### src/rtl/wav_cgc_pkg.sv
// wav_cgc_pkg: shared channel state encoding and counter sizing for the clock-gate controller
package wav_cgc_pkg;
  typedef enum logic [1:0] {OFF = 2'b00, WAKE = 2'b01, ON = 2'b10, HOLD = 2'b11} cgc_state_t;
  function automatic int cgc_cnt_w(input int wake, input int idle);
    int m;
    m = wake > idle ? wake : idle;
    return m == 0 ? 1 : $clog2(m + 1);
  endfunction
endpackage

### src/rtl/wav_cgc_ch_fsm.sv
// wav_cgc_ch_fsm: one channel's wake/hold sequencer with settle and idle-hysteresis counter
module wav_cgc_ch_fsm
  import wav_cgc_pkg::*;
#(
  parameter int WAKE_CYC = 2,
  parameter int IDLE_CYC = 8
) (
  input  logic i_clk,
  input  logic i_rst_n,
  input  logic i_req,
  input  logic i_force_on,
  output logic o_en,
  output logic o_ack,
  output logic o_idle_nxt
);
  localparam int CNT_W = cgc_cnt_w(WAKE_CYC, IDLE_CYC);
  localparam logic [CNT_W-1:0] WAKE_LD = CNT_W'(WAKE_CYC > 0 ? WAKE_CYC - 1 : 0);
  localparam logic [CNT_W-1:0] IDLE_LD = CNT_W'(IDLE_CYC > 0 ? IDLE_CYC - 1 : 0);
  cgc_state_t r_state, w_state_nxt;
  logic [CNT_W-1:0] r_cnt, w_cnt_nxt;
  logic r_en, r_ack;
  logic w_act;
  assign w_act = i_req | i_force_on;
  always_comb begin
    w_state_nxt = r_state;
    w_cnt_nxt = r_cnt == '0 ? r_cnt : r_cnt - 1'b1;
    case (r_state)
      OFF: if (w_act) begin
        w_state_nxt = WAKE_CYC == 0 ? ON : WAKE;
        w_cnt_nxt = WAKE_LD;
      end
      WAKE: w_state_nxt = r_cnt == '0 ? ON : WAKE;
      ON: if (!w_act) begin
        w_state_nxt = IDLE_CYC == 0 ? OFF : HOLD;
        w_cnt_nxt = IDLE_LD;
      end
      HOLD: w_state_nxt = w_act ? ON : (r_cnt == '0 ? OFF : HOLD);
    endcase
  end
  always_ff @(posedge i_clk or negedge i_rst_n) begin
    if (!i_rst_n) begin
      r_state <= OFF;
      r_cnt <= '0;
      r_en <= 1'b0;
      r_ack <= 1'b0;
    end else begin
      r_state <= w_state_nxt;
      r_cnt <= w_cnt_nxt;
      r_en <= w_state_nxt != OFF;
      r_ack <= (w_state_nxt == ON) & i_req;
    end
  end
  assign o_en = r_en;
  assign o_ack = r_ack;
  assign o_idle_nxt = w_state_nxt == OFF;
endmodule

### src/rtl/wav_cgc_rl.sv
// wav_cgc_rl: low-transparent latch clock gate, glitch-free, with scan bypass
module wav_cgc_rl (
  input  logic i_clk,
  input  logic i_clk_en,
  input  logic i_test_en,
  output logic o_clk
);
  logic r_en;
  always_latch begin
    if (!i_clk) r_en <= i_clk_en | i_test_en;
  end
  assign o_clk = i_clk & r_en;
endmodule

### src/rtl/wav_cgc_mc_ctrl.sv
// wav_cgc_mc_ctrl: N independent req/ack clock-gate channels plus an all-idle status flag
module wav_cgc_mc_ctrl #(
  parameter int NUM_CH   = 4,
  parameter int WAKE_CYC = 2,
  parameter int IDLE_CYC = 8
) (
  input  logic              i_clk,
  input  logic              i_rst_n,
  input  logic              i_test_en,
  input  logic [NUM_CH-1:0] i_req,
  input  logic [NUM_CH-1:0] i_force_on,
  output logic [NUM_CH-1:0] o_ack,
  output logic [NUM_CH-1:0] o_clk,
  output logic [NUM_CH-1:0] o_clk_en,
  output logic              o_all_idle
);
  logic [NUM_CH-1:0] w_idle_nxt;
  logic r_all_idle;
  for (genvar g = 0; g < NUM_CH; g++) begin : g_ch
    wav_cgc_ch_fsm #(.WAKE_CYC(WAKE_CYC), .IDLE_CYC(IDLE_CYC)) u_fsm (
      .i_clk      (i_clk),
      .i_rst_n    (i_rst_n),
      .i_req      (i_req[g]),
      .i_force_on (i_force_on[g]),
      .o_en       (o_clk_en[g]),
      .o_ack      (o_ack[g]),
      .o_idle_nxt (w_idle_nxt[g])
    );
    wav_cgc_rl u_rl (
      .i_clk     (i_clk),
      .i_clk_en  (o_clk_en[g]),
      .i_test_en (i_test_en),
      .o_clk     (o_clk[g])
    );
  end
  always_ff @(posedge i_clk or negedge i_rst_n) begin
    if (!i_rst_n) r_all_idle <= 1'b1;
    else r_all_idle <= &w_idle_nxt;
  end
  assign o_all_idle = r_all_idle;
endmodule
### config.mk
export PLATFORM = sky130hd
export DESIGN_NAME = wav_cgc_mc_ctrl
export DESIGN_NICKNAME = d
export VERILOG_FILES = /design/src/rtl/wav_cgc_pkg.sv /design/src/rtl/wav_cgc_ch_fsm.sv /design/src/rtl/wav_cgc_rl.sv /design/src/rtl/wav_cgc_mc_ctrl.sv
export SDC_FILE = /design/constraint.sdc
export NUM_CORES = 1
export LEC_CHECK = 0
export BUFFER_PORTS_ARGS = -buffer_cell sky130_fd_sc_hd__buf_2
export CORE_UTILIZATION = 57
export CTS_CLUSTER_DIAMETER = 100
export DETAILED_ROUTE_END_ITERATION = 10
export PLACE_DENSITY = 0.81
export SKIP_CTS_REPAIR_TIMING = 1
export SYNTH_ARGS = -nofsm -noshare
export SYNTH_HDL_FRONTEND = slang
export SYNTH_HIERARCHICAL = 1
export SYNTH_SLANG_ARGS = --single-unit
### constraint.sdc
create_clock -name i_clk -period 1.9 [get_ports i_clk]
set_input_delay 0.19 -clock i_clk [delete_from_list [all_inputs] [get_ports i_clk]]
set_output_delay 0.19 -clock i_clk [all_outputs]
set_load 0.005 [all_outputs]
==> flow_summary.ini <==
[run_status]
status = complete, but fails checks
violations = setup timing

[global_route]
grt_start_max_net_pins = 34
antenna_found_initial = 0
grtUsageTotal = 0.2420
first_global_vias = 1419
grt_overflow = 0
grt_pass1_wl_mm = 5.975

[detailed_routing]
final_antenna_net_count = 0
vias_per_cell = 5.474
wl_per_cell_um = 13.32
wl_mm = 3.570
wl_met1_mm = 1.531
wl_met2_mm = 1.803
drt_iter0_markers = 42
num_vias = 1467
wl_met3_um = 155
highest_layer = met4
drcViolationCount = 0
drt_first_pass_iters = 4

[place]
port_buffers = 23
dpl-instance-area_mm2 = 0.002072
gp_congestion = 0.8234
hpwl_mm = 2.538

[critical_path]
reg2reg_slack_ps = 360
cp_slowest_stage_delay_ps = 400
reg2regPathDepth = 1
worstPathArrival_ps = 2020
crit_required_ps = 1710
r2r_end = g_ch[3].u_rl/r_en$_DLATCH_N_
crit_slowest_cell = dlxtn_1
critical_path_class = latch -> out
regToRegStartpoint = g_ch[3].u_fsm/o_en$_DFF_PN0_
crit_fanout = 1
cp-end-kind = output pin
start_kind = latch
crit_chain = and2_4, buf_6

[pwr]
netSwitchingPower_uw = 1135
p_int_uw = 1976
swShare = 0.3648
p_leak_uw = 0.0009812
power_frac_clock = 0.231
power_density_mw_per_mm2 = 1417
ir_drop_mv = 0.7710
p_comb_frac = 0.361
power_frac_seq = 0.408

[floorplan]
start_util = 0.6128
die_h_um = 59.99
io_pins = 24
core_area_mm2 = 0.003128
dieArea_mm2 = 0.003599
die_x_um = 59.99
rows = 20

[finish]
nFillCells = 267
nets = 239
fin_area_mm2 = 0.002196
drive_gt1_frac = 0.2232
antenna_cells = 0
area_delta_synth_final_pct = 14.56

[synth]
syn_area_mm2 = 0.001917
synth_top_area_share = 0.4178
syn_nets = 201
ys.flop_type = dfrtp_1
synthCells = 186
synth-edff-count = 0
yosys_warnings = 6
ys_seq_elements = 37
synth_top_cell_by_area = dfrtp_1
synthDistinctLibCells = 27
synth_area_leaders = dfrtp_1 42%, o21a_1 4.7%, a21oi_1 4.2%
synthArstFlopShare = 0.8919
syn_area_per_cell_um2 = 10.31

[min_path]
hold_start = i_req[1]
hold_end = g_ch[1].u_fsm/o_ack$_DFF_PN0_
hold_depth = 2
hold_path_class = in -> reg

[sta]
setup_ws_ps = -314.3
rsz0062_at_grt = yes
maxSlewViolCount = 0
finalSetupViolations = 8
fin_skew_ps = 3.700
slew_headroom = 0.5114
hold_violations = 0
holdWs_ps = 14.75
tns_ps = -1146
worstMarginPinSlew_ps = 732.9

[run]
cap_viol_max_count = 0

[clocking]
clkTransAtPathRegs_ps = 100
tritoncts = built
clock_latency_ps = 450
## registers in the layout (all words and copies together) (netlist names)
signal / cells
g_ch.u_fsm/r_cnt: 16
g_ch.u_fsm/o_ack: 4
o_all_idle: 1
g_ch.u_fsm/o_en: 4
g_ch.u_rl/r_en: 4
g_ch.u_fsm/r_state: 8
## final cells by class
cell class,instances,area (um2),area share
Inverter,16,60.06,0.02735
Clock inverter,1,3.754,0.001709
Multi-Input combinational cell,129,927.1,0.4222
Tap cell,44,55.05,0.02507
Sequential cell,37,887.1,0.4040
Clock buffer,14,97.59,0.04444
Timing Repair Buffer,27,165.2,0.07521
## through the flow
stage / setup WS, ps / total power, uW / utilization / cells
4_1_cts: -364.1 / 3095 / 0.6864 / 264
3_3_place_gp: 202.3 / 2464 / 0.6624 / 253
2_1_floorplan: 278.9 / 2234 / - / 186
3_5_place_dp: 186.4 / 2539 / 0.6624 / 253
5_1_grt: -350.3 / 3384 / 0.7020 / 268
6_report: -314.3 / 3111 / 0.7020 / 268
## power groups by stage
stage	clock, uW	sequential, uW	combinational (uW)
6_report	718	1270	1120
5_1_grt	809	1310	1270
3_3_place_gp	148	1270	1050
3_5_place_dp	148	1290	1100
4_1_cts	703	1270	1120
2_1_floorplan	80.6	1200	951
## cells in the final DEF (no fill, tap or decap)
cell           count
dfrtp_1           32
buf_2             22
inv_1             16
a21oi_1           16
o21ai_1           12
nor2_1            12
o21a_1            12
clkbuf_4           9
xnor2_1            8
nor3_1             8
nor2_2             4
nor3b_4            4
and3_1             4
or3_4              4
o21ai_0            4
mux2_1             4
nand4bb_1          4
o211ai_1           4
o2bb2ai_1          4
and3b_1            4
o22ai_1            4
nor2b_1            4
ha_1               4
buf_4              4
or2_1              4
dlxtn_1            4
dlygate4sd3_1      4
and2_1             3
and4_1             1
clkinv_1           1
clkbuf_1           1
and2_4             1
dfstp_2            1
buf_6              1
## per-layer routing
layer,vias to the layer above,GRT usage
met4,0,0.1894
met5,-,0
met1,698,0.2496
met3,7,0.09307
li1,729,-
met2,33,0.3921
## cell families (layout without fill, tap and decap cells)
family / after synthesis / count (layout) / synth area share
AO/OA/AOI/OAI: 56 / 56 / 0.1775
buffers and inverters: 20 / 58 / 0.05483
AND/OR/NAND/NOR: 57 / 57 / 0.2187
flip-flops: 33 / 33 / 0.4315
adder cells (fa/ha/maj): 4 / 4 / 0.02611
XOR/XNOR: 8 / 8 / 0.03655
latches: 4 / 4 / 0.03133
multiplexers: 4 / 4 / 0.02350
## worst max-delay path by stage
stage | start | endpoint | slack, ps | depth (start not counted)
after floorplan | g_ch[0].u_rl/r_en$_DLATCH_N_ | o_clk[0] | 280 | 1
after global placement | g_ch[2].u_rl/r_en$_DLATCH_N_ | o_clk[2] | 200 | 2
after detailed placement | g_ch[1].u_rl/r_en$_DLATCH_N_ | o_clk[1] | 190 | 2
after CTS | g_ch[1].u_rl/r_en$_DLATCH_N_ | o_clk[1] | -360 | 2
after global routing | g_ch[1].u_rl/r_en$_DLATCH_N_ | o_clk[1] | -350 | 2
final | g_ch[1].u_rl/r_en$_DLATCH_N_ | o_clk[1] | -310 | 2
## synthesized netlist by cell type, drive strengths merged (8+ instances only)
cell and n:
a21oi 16, dfrtp 32, inv 16, nor2 16
nor3 8, o21a 12, o21ai 16, xnor2 8
## worst max-delay path: cells and delay by family, from the launching register on
family	cells	cell delay, ps
latches	1	400
and+or+nand+nor	1	140
buffers and inverters	1	80
(Power assumes the default switching activity.)
